## config.mk

```make
export PLATFORM = sky130hd
export DESIGN_NAME = instruction_loader
export DESIGN_NICKNAME = d
export VERILOG_FILES = /design/src/rtl/instruction_loader.sv
export SDC_FILE = /design/constraint.sdc
export NUM_CORES = 1
export LEC_CHECK = 0
export ABC_AREA = 1
export CORE_MARGIN = 5
export CORE_UTILIZATION = 54
export DETAILED_ROUTE_END_ITERATION = 8
export HOLD_SLACK_MARGIN = 0.06
export PLACE_DENSITY = 0.84
export SLEW_MARGIN = 20
export SYNTH_ARGS = -nofsm -noshare
export SYNTH_HDL_FRONTEND = slang
export SYNTH_SLANG_ARGS = --single-unit
export TNS_END_PERCENT = 20
```

## constraint.sdc

```tcl
create_clock -name CLK -period 5 [get_ports CLK]
set_input_delay 1 -clock CLK [delete_from_list [all_inputs] [get_ports CLK]]
set_output_delay 1 -clock CLK [all_outputs]
set_load 0.05 [all_outputs]
```

## src/rtl/instruction_loader.sv

```systemverilog
// Boot-time instruction memory writer: receives a framed, XOR-checksummed byte stream,
// assembles little-endian 32-bit words, writes them out, and holds the CPU in reset until a load verifies.
module instruction_loader #(
  parameter int MEM_SIZE      = 1024,
  parameter int START_ADDRESS = 0
) (
  input  logic        CLK,
  input  logic        RESET,
  input  logic        START,
  input  logic [7:0]  BYTE_IN,
  input  logic        BYTE_VALID,
  output logic        BYTE_READY,
  output logic        WRITE_ENABLE,
  output logic [31:0] WRITE_ADDRESS,
  output logic [31:0] WRITE_DATA,
  output logic        BUSY,
  output logic        LOAD_DONE,
  output logic        LOAD_ERROR,
  output logic        CPU_RESET
);

  localparam logic [31:0] MAX_WORDS  = 32'((MEM_SIZE - START_ADDRESS) / 4);
  localparam logic [31:0] BASE_ADDR  = 32'(START_ADDRESS);

  typedef enum logic [2:0] {
    S_IDLE,
    S_LEN_LO,
    S_LEN_HI,
    S_DATA,
    S_WRITE,
    S_CHECK,
    S_DONE,
    S_ERROR
  } state_t;

  state_t      state, state_next;
  logic [7:0]  len_lo;
  logic [15:0] words_left;
  logic [1:0]  byte_idx;
  logic [23:0] byte_buf;
  logic [31:0] addr;
  logic [31:0] wdata;
  logic [7:0]  csum;
  logic        accept;
  logic [15:0] frame_len;

  assign accept    = BYTE_VALID & BYTE_READY;
  assign frame_len = {BYTE_IN, len_lo};

  always_ff @(posedge CLK or posedge RESET) begin
    if (RESET) state <= S_IDLE;
    else       state <= state_next;
  end

  always_comb begin
    state_next   = state;
    BYTE_READY   = 1'b0;
    BUSY         = 1'b1;
    WRITE_ENABLE = 1'b0;
    LOAD_DONE    = 1'b0;
    LOAD_ERROR   = 1'b0;
    CPU_RESET    = 1'b1;
    case (state)
      S_IDLE, S_DONE, S_ERROR: begin
        BUSY       = 1'b0;
        LOAD_DONE  = (state == S_DONE);
        LOAD_ERROR = (state == S_ERROR);
        CPU_RESET  = (state != S_DONE);
        if (START) state_next = S_LEN_LO;
      end
      S_LEN_LO: begin
        BYTE_READY = 1'b1;
        if (accept) state_next = S_LEN_HI;
      end
      S_LEN_HI: begin
        BYTE_READY = 1'b1;
        if (accept) begin
          if ({16'd0, frame_len} > MAX_WORDS) state_next = S_ERROR;
          else if (frame_len == 16'd0)        state_next = S_CHECK;
          else                                state_next = S_DATA;
        end
      end
      S_DATA: begin
        BYTE_READY = 1'b1;
        if (accept && byte_idx == 2'd3) state_next = S_WRITE;
      end
      S_WRITE: begin
        WRITE_ENABLE = 1'b1;
        // words_left is decremented on this same edge, so 1 means this was the last word
        state_next   = (words_left != 16'd1) ? S_DATA : S_CHECK;
      end
      S_CHECK: begin
        BYTE_READY = 1'b1;
        if (accept) state_next = (BYTE_IN == csum) ? S_DONE : S_ERROR;
      end
      default: state_next = S_IDLE;
    endcase
  end

  always_ff @(posedge CLK or posedge RESET) begin
    if (RESET) begin
      len_lo     <= '0;
      words_left <= '0;
      byte_idx   <= '0;
      byte_buf   <= '0;
      addr       <= BASE_ADDR;
      wdata      <= '0;
      csum       <= '0;
    end else begin
      case (state)
        S_IDLE, S_DONE, S_ERROR: begin
          if (START) begin
            addr     <= BASE_ADDR;
            csum     <= '0;
            byte_idx <= '0;
          end
        end
        S_LEN_LO: begin
          if (accept) begin
            len_lo <= BYTE_IN;
            csum   <= csum ^ BYTE_IN;
          end
        end
        S_LEN_HI: begin
          if (accept) begin
            words_left <= frame_len;
            csum       <= csum ^ BYTE_IN;
          end
        end
        S_DATA: begin
          if (accept) begin
            csum     <= csum ^ BYTE_IN;
            byte_idx <= byte_idx + 2'd1;
            // shifting in from the top leaves {b2,b1,b0} after three bytes
            if (byte_idx == 2'd3) wdata <= {BYTE_IN, byte_buf};
            else                  byte_buf <= {BYTE_IN, byte_buf[23:8]};
          end
        end
        S_WRITE: begin
          words_left <= words_left - 16'd1;
          addr       <= addr + 32'd4;
        end
        default: ;
      endcase
    end
  end

  assign WRITE_ADDRESS = addr;
  assign WRITE_DATA    = wdata;

endmodule

```

## After elaboration in Yosys (flattened, before gate mapping)

Index checks and enable logic that the tools add are counted.

- Latch bits: 0
- Word-level logic and storage cells: 77
- RAM bits: 0
- Memory bits (read-only): 0
- Memories: 0
- Output and inout bits: 70
- Register bits: 125
- Input bits: 12

- Order comparisons: 1
- Equality and inequality tests: 18
- Reduce and logical (&&, ||, !) cells: 18
- Add/sub/neg operators: 3
- Bitwise logic cells: 3
- Shifts and indexed selects: 0
- $mul: 0
- Multiplexer cells: 26
- Divide/modulo/power cells: 0

Operator list:

| kind | count |
|---|---|
| $pmux W32 S2 | 1 |
| $add A32 B3 Y32 const B | 1 |
| $mux W32 | 1 |
| $pmux W16 S2 | 1 |
| $mux W3 | 8 |
| $pmux W3 S6 | 1 |
| $gt A16 B9 Y1 const B | 1 |
| $logic_not A16 Y1 | 1 |
| $mux W16 | 1 |
| $mux W8 | 2 |
| $ne A16 B1 Y1 const B | 1 |
| $pmux W8 S2 | 1 |
| $sub A16 B1 Y16 const B | 1 |
| $eq A3 B3 Y1 const B | 4 |
| $ne A2 B2 Y1 const B | 6 |
| $reduce_and A3 Y1 | 4 |
| $eq A8 B8 Y1 | 1 |
| $reduce_bool A2 Y1 | 4 |
| $xor A8 B8 Y8 | 1 |
| $mux W1 | 7 |
| $eq A3 B2 Y1 const B | 2 |
| $reduce_and A2 Y1 | 3 |
| $reduce_or A3 Y1 | 2 |
| $reduce_and A5 Y1 | 1 |
| other kinds (12) | 13 |

## Depth between registers and ports, before layout

Gate-level depths: netlist of the first run.

- Word-level depth: 7
- Gate-level depth with buffers: 10
- Mapped depth without buffers: 10

## Least setup slack after synthesis of the first run

No wires, ideal clock.

- Path type: register to output
- Start point: register state[2]
- End point: output CPU_RESET
- Data required time: 4000 ps
- Cell stages (with the launch flop): 4
- Arrival: 2177 ps
- Buffers on the path: 0
- Path slack: 1823 ps
- Cell sequence: dfrtp_1 -> inv_2 -> nor3_1 -> inv_1

- Longest elaborated chain between the ends: 3
- Elaborated cells between the ends (all ways): 6
- Classes of those cells: 3 x eq/ne; 1 x mux; 2 x reduce/logical

Ends and longest elaborated chain:

| what | line | text |
|---|---|---|
| start, declared | 36 | `state_t state, state_next;` |
| start signal, assigned | 52 | `else state <= state_next;` |
| $eq A3 B3 Y1 or $logic_not A3 Y1 (tied branches) | 63 | `case (state)` |
| $reduce_or A3 Y1 | 63 |  |
| $mux W1 * | 63 |  |
| end, declared | 19 | `output logic CPU_RESET` |

Mark *: on every way between the ends. The rest lies on a longest branch, timed or not.

## Final worst setup path of the first run

- Start point: register state[0]
- End point: output WRITE_ENABLE

- Longest elaborated chain between the ends: 2

Ends and longest elaborated chain:

| what | line | text |
|---|---|---|
| $eq A3 B3 Y1 | 63 |  |
| $mux W1 | 63 |  |
| end, declared | 13 | `output logic WRITE_ENABLE,` |

No other way between the ends.

==> results of run 1 <==
[area by class of cell]
cell class,instances,share of cell area (%)
flip-flops and latches,123,40.0
clock buffers,21,5.85
inverters,100,4.91
well taps,143,2.32
multi-input cells,575,34.1
repair buffers,85,11.0
clock inverters,11,1.87
[stage by stage]
| step | hold slack, ns | power [mW] | util (%) |
|---|---|---|---|
| 5_1_grt | 0.512 | 4.39 | 68.0 |
| 4_1_cts | 0.492 | 4.11 | 68.0 |
| 6_report | 0.486 | 4.11 | 68.0 |
| 3_5_place_dp | 0.478 | 2.86 | 62.8 |
| 2_1_floorplan | 0.459 | 2.48 | - |
| 3_3_place_gp | 0.472 | 2.81 | 62.8 |
[worst min-delay path, cell delays in order (launching register included)]
cell and delay (ns):
dfrtp_1 0.34, nand2_1 0.05, o21ai_1 0.06
[cell families after synthesis]
family / count (synthesis) / share of synthesized area, %
XOR/XNOR: 10 / 1.41
multiplexers: 1 / 0.161
AND/OR/NAND/NOR: 434 / 29.2
AO/OA/AOI/OAI: 124 / 10.7
flip-flops: 123 / 49.6
buffers and inverters: 124 / 8.09
other: 1 / 0.0605
adder cells (fa/ha/maj): 4 / 0.807
[worst max-delay path by stage]
stage                         startpoint                             to  depth (start not counted)
floorplan                          RESET  WRITE_ADDRESS[10]$_DFFE_PP0P_                          1
global placement    state[0]$_DFFE_PP0P_                   WRITE_ENABLE                          5
detailed placement  state[0]$_DFFE_PP0P_                   WRITE_ENABLE                          5
CTS                 state[0]$_DFFE_PP0P_                   WRITE_ENABLE                          5
global route        state[0]$_DFFE_PP0P_                   WRITE_ENABLE                          5
finish              state[0]$_DFFE_PP0P_                   WRITE_ENABLE                          5
[flip-flops by register name (all words and copies together), names as in the netlist]
signal,cells
csum,8
WRITE_ADDRESS,30
len_lo,8
byte_buf,24
state,3
byte_idx,2
WRITE_DATA,32
words_left,16
[metal layers]
layer | global-route usage, % | vias up | part of all wire (%)
li1 | - | 2783 | -
met4 | 11.6 | 0 | 2.8
met2 | 37.8 | 196 | 48
met3 | 5.35 | 44 | 5.6
met1 | 32.3 | 2636 | 44
met5 | 0 | - | 0
[placed cells by master (no fill, tap or decap), types with 5 or more instances in the layout]
cell,Yosys,final
clkdlybuf4s50_1,0,79
xnor2_1,6,6
inv_1,92,91
nand3b_1,6,6
dfrtp_1,123,123
inv_2,8,8
nand3_1,72,72
o21ai_1,80,80
clkbuf_16,0,17
o21ai_0,24,24
nand2_1,251,251
a21oi_1,5,5
nand4_1,6,6
buf_4,6,5
nor3_1,6,6
nor2_1,82,82
[power breakdown]
group          internal (mW)  leakage (nW)  total (mW)  switching [mW]
Combinational          0.445          1.58        1.41           0.961
Sequential              1.27          1.64        1.47           0.201
Clock                  0.794         0.291        1.24           0.442
==> out/metrics.yaml, run 1 <==
place:
  post-dp-hpwl_mm: 10.4
  placedCellCount: 1026
  place_ws_ns: 2.04
  dpl_cell_area_sq_um: 7110
  gp_congestion: 0.882
  numPortBuffers: 79
timing:
  finalCritPeriodShare_pct: 68.5
  finalSetupViolCount: 0
  fin_crit_ns: 3.43
  finalWorstSetupSlack_ns: 1.57
  slew_headroom_pct: 35.4
  final_hold_viol_count: 0
  timing.setup.tns_ns: 0
  tightest_slew_ns: 0.970
  drv_slew: 0
  finalClockSkew_ns: 0.0102
  fmaxAchievable_mhz: 292
  rsz0062_at_grt: "no"
cts:
  tritoncts: "built"
  postCtsHoldBufs: 0
  post_cts_resized: 0
  numCtsBuffers: 17
  cts_setup_buffers: 0
  clk_pin_slew_worst_paths_ns: 0.05
  cts-root-buf: "clkbuf_16"
  clock-sinks: 123
  htreeDepth: 4
  cts_buffer_depth: 2
  insertion_delay_ns: 0.42
logic_synthesis:
  synth_area_leader_cell: "dfrtp_1"
  synth-edff-count: 0
  yosys_warnings: 0
  synth.cell_area_sq_um: 6200
  synth.top_cells.by_area: "dfrtp_1 50%, nand2_1 15%, o21ai_1 6.5%"
  yosysMostFrequentCell: "nand2_1"
  avgSynthCellArea_sq_um: 7.55
  synth_seq_cells: 123
  async_flop_share_pct: 100
  ys_types: 36
  yosysSeqAreaShare_pct: 49.6
  synth_commonest_cells: "251 x nand2_1, 123 x dfrtp_1, 92 x inv_1"
  synth_top_cell_area_share_pct: 49.6
  synth_ff_type: "dfrtp_1"
  synthCells: 821
worst_setup_path:
  reg2reg_depth: 8
  max_stage_delay_ns: 0.89
  r2r-start: "state[2]$_DFFE_PP0P_"
  crit_path_max_fanout: 36
  critical_path_arrival_ns: 2.43
  crit_chain: "inv_2, nand2_2, nor2_4, buf_4, clkdlybuf4s50_1"
  timing.rr.end: "words_left[7]$_DFFE_PP0P_"
  path_buf_inv: 3
  worst_path_max_delay_cell: "clkdlybuf4s50_1"
  cp_top_family: "buffers and inverters"
  rrSetupSlack_ns: 2.71
  worstPathRequired_ns: 4.00
  critPathLaunchType: "flip-flop"
  worst_setup_path_end_kind: "output pin"
  crit_type: "flip-flop to output pin"
final_layout:
  drive_gt1_share_pct: 6.12
  antennaDiodeCount: 0
  area_growth_pct: 24.2
  seqCellArea_sq_um: 3080
  nFillCells: 922
  fin_area_sq_um: 7700
  multi_input_area_sq_um: 2620
  stdcell_count: 1058
  nNetsFinal: 918
route:
  first_pass_iters: 5
  vias: 5659
  ant_nets: 0
  via_per_inst: 5.35
  post-route-drc-count: 0
  drt-total-wl_mm: 15.4
  drtIter0Drc: 618
  wl_per_cell_um: 14.6
grt:
  grt_pass1_wl_mm: 26.1
  grt_pass1_vias: 5519
  gr-total-overflow: 0
  grt_usage_pct: 24.3
  antenna_found_initial: 0
  grt_max_degree: 79
min_path:
  worstHoldPathCells: 2
  hold_end: "WRITE_DATA[28]$_DFFE_PP0P_"
  min_path_type: "flip-flop to flip-flop"
  hold_start: "WRITE_DATA[28]$_DFFE_PP0P_"
floorplanning:
  start_util_pct: 54.8
  io_pins: 82
  fp.coreArea_sq_um: 11300
  die_y_um: 117
  die_area_sq_um: 13700
  num_rows: 39
  dieWidth_um: 117
run_status:
  outcome: "complete, no violations"
pwr:
  p_per_area_nw_per_um2: 534
  leakage_nw: 3.51
  worst_ir_drop_vdd_mv: 0.378
run:
  cap_viol_max_count: 0
(Power assumes the default switching activity.)
==> run 2: changes to the inputs <==
clock period = 3.4 ns   (was 5 ns; I/O delays follow)
==> out/metrics.yaml, run 2 (synthesized netlist as in run 1, its figures left out) <==
pwr:
  switching_share_pct: 39.3  # +0.27 points
  pwr-share-comb_pct: 33.4  # -0.8 points
  power.clock.fraction_pct: 31.6  # +1.5 points
  p_per_area_nw_per_um2: 798  # +50%
  switching_power_mw: 2.44  # +52%
  pwr-share-seq_pct: 35.0  # -0.7 points
  leakage_nw: 3.54  # +0.69%
  worst_ir_drop_vdd_mv: 0.549  # +45%
  power.internal_mw: 3.77  # +50%
run:
  cap_viol_max_count: 0  # unchanged
floorplanning:
  io_pins: 82  # unchanged
  die_area_sq_um: 13700  # unchanged
  fp.coreArea_sq_um: 11300  # unchanged
  num_rows: 39  # unchanged
  dieWidth_um: 117  # unchanged
  start_util_pct: 54.8  # unchanged
  die_y_um: 117  # unchanged
timing:
  finalSetupViolCount: 0  # unchanged
  rsz0062_at_grt: "no"
  slew_headroom_pct: 50.0  # +15 points
  tightest_slew_ns: 0.748  # -0.221 ns
  final_hold_viol_count: 0  # unchanged
  fmaxAchievable_mhz: 355
  drv_slew: 0  # unchanged
  finalWorstSetupSlack_ns: 0.585  # -0.988 ns
  finalCritPeriodShare_pct: 82.8
  timing.setup.tns_ns: 0  # unchanged
  holdWs_ns: 0.489  # +0.00267 ns
  fin_crit_ns: 2.82
  finalClockSkew_ns: 0.00919  # -0.000989 ns
cts:
  tritoncts: "built"
  clk_pin_slew_worst_paths_ns: 0.06  # about the same
  clock-sinks: 123  # unchanged
  insertion_delay_ns: 0.42  # about the same
  postCtsHoldBufs: 0  # unchanged
  post_cts_resized: 0  # unchanged
  cts-root-buf: "clkbuf_16"
  cts_setup_buffers: 0  # unchanged
  htreeDepth: 4  # unchanged
  cts_buffer_depth: 2  # unchanged
  numCtsBuffers: 17  # unchanged
route:
  first_pass_iters: 7  # +2
  drtIter0Drc: 519  # -16%
  drt-total-wl_mm: 15.8  # +2.5%
  post-route-drc-count: 0  # unchanged
  vias: 5741  # +1.4%
  ant_nets: 0  # unchanged
  via_per_inst: 5.42  # +1.3%
  wl_per_cell_um: 14.9  # +2.3%
final_layout:
  nNetsFinal: 920  # +0.22%
  final_common_cell: "nand2_1"
  area_growth_pct: 25.4
  drive_gt1_share_pct: 6.54  # +0.42 points
  largest_reg_flops: 32  # unchanged
  final_cell_mix: "251 x nand2_1, 123 x dfrtp_1, 91 x inv_1"
  fin_area_sq_um: 7770  # +0.96%
  antennaDiodeCount: 0  # unchanged
place:
  numPortBuffers: 79  # unchanged
  post-dp-hpwl_mm: 10.8  # +3.8%
  gp_congestion: 0.934  # +6.0%
  dpl_cell_area_sq_um: 7140  # +0.40%
  place_ws_ns: 0.945  # -1.09 ns
grt:
  grt_max_degree: 65  # -18%
  antenna_found_initial: 0  # unchanged
  met1_usage_pct: 31.4  # -0.87 points
  grt_pass1_wl_mm: 25.8  # -1.3%
  globalRoute.busiestLayer: "met2"
  gr-total-overflow: 0  # unchanged
  grt_usage_pct: 24.1  # -0.12 points
  grt_pass1_vias: 5325  # -3.5%
  grt.met2_usage_pct: 39.6  # +1.8 points
  grt_util_met3_pct: 5.35  # unchanged
min_path:
  min_path_type: "flip-flop to flip-flop"
worst_setup_path:
  worstPathRequired_ns: 2.72  # -1.28 ns
  max_stage_delay_ns: 0.79  # -0.10 ns
  crit_path_max_fanout: 8  # -78%
  crit_chain: "inv_2, nand2_1, nand2_2, nor2_2, inv_1, clkdlybuf4s50_1"
  worst_path_max_delay_cell: "clkdlybuf4s50_1"
  worst_setup_path_end_kind: "output pin"
  path_buf_inv: 3  # unchanged
  critical_path_arrival_ns: 2.14  # -0.29 ns
  critPathLaunchType: "flip-flop"
  crit_type: "flip-flop to output pin"
  cp_top_family: "buffers and inverters"
run_status:
  outcome: "complete, no violations"
==> run 2: changes by cell type in the layout (fill, tap and decap cells not counted) <==
cell	previous run	this run
clkbuf_8	1	0
inv_4	1	0
bufinv_16	3	4
clkbuf_1	3	1
buf_4	5	6
inv_8	0	2
clkinvlp_4	1	3
clkinv_4	2	3
clkinv_2	4	0
buf_12	1	2
inv_6	1	3
==> run 2: layout make-up <==
type / count / area, sq um
Inverter: 100 / 379
Timing Repair Buffer: 87 / 876
Clock buffer: 18 / 429
Tap cell: 143 / 179
Multi-Input combinational cell: 575 / 2620
Clock inverter: 14 / 210
Sequential cell: 123 / 3080
Fill cell: 878 / 3550
==> run 2: per-layer routing <==
metal / vias to the layer above / wire length (um)
met5: - / 0
met4: 0 / 384
met3: 37 / 1030
met2: 223 / 7710
met1: 2680 / 6670
li1: 2801 / -
==> run 2: metrics by stage <==
stage                     utilization, %  total power, mW  cells
after floorplan                        -             3.65    822
after global placement              63.0             4.15   1028
after detailed placement            63.0             4.21   1028
after CTS                           68.7             6.20   1060
after global routing                68.7             6.57   1060
final                               68.7             6.20   1060
==> run 2: power groups by stage <==
| stage | combinational, mW | clock (mW) | sequential [mW] |
|---|---|---|---|
| after floorplan | 1.33 | 0 | 2.31 |
| after global placement | 1.99 | 0 | 2.16 |
| after detailed placement | 2.04 | 0 | 2.17 |
| after CTS | 2.07 | 1.98 | 2.16 |
| after global routing | 2.31 | 2.04 | 2.21 |
| final | 2.07 | 1.96 | 2.17 |
==> run 2: path summary, 6_finish.rpt <==
check                                      startpoint                             to  slack [ns]  cells after the start
min in group asynchronous                       RESET  WRITE_ADDRESS[22]$_DFFE_PP0P_        0.74                      2
max reg2reg                      state[2]$_DFFE_PP0P_      words_left[7]$_DFFE_PP0P_        1.23                      8
max in group asynchronous                       RESET     WRITE_DATA[16]$_DFFE_PP0P_        1.95                      3
min                        WRITE_DATA[30]$_DFFE_PP0P_     WRITE_DATA[30]$_DFFE_PP0P_        0.49                      2
max                              state[2]$_DFFE_PP0P_                           BUSY        0.58                      6
min reg2reg                WRITE_DATA[30]$_DFFE_PP0P_     WRITE_DATA[30]$_DFFE_PP0P_        0.49                      2
==> run 2: worst register-to-register path: cells and delay by family (launching register included) <==
kind,cells,cell delay [ns]
buffers and inverters,2,0.19
flip-flops,1,0.42
AND/OR/NAND/NOR,4,1.11
AO/OA/AOI/OAI,2,0.33
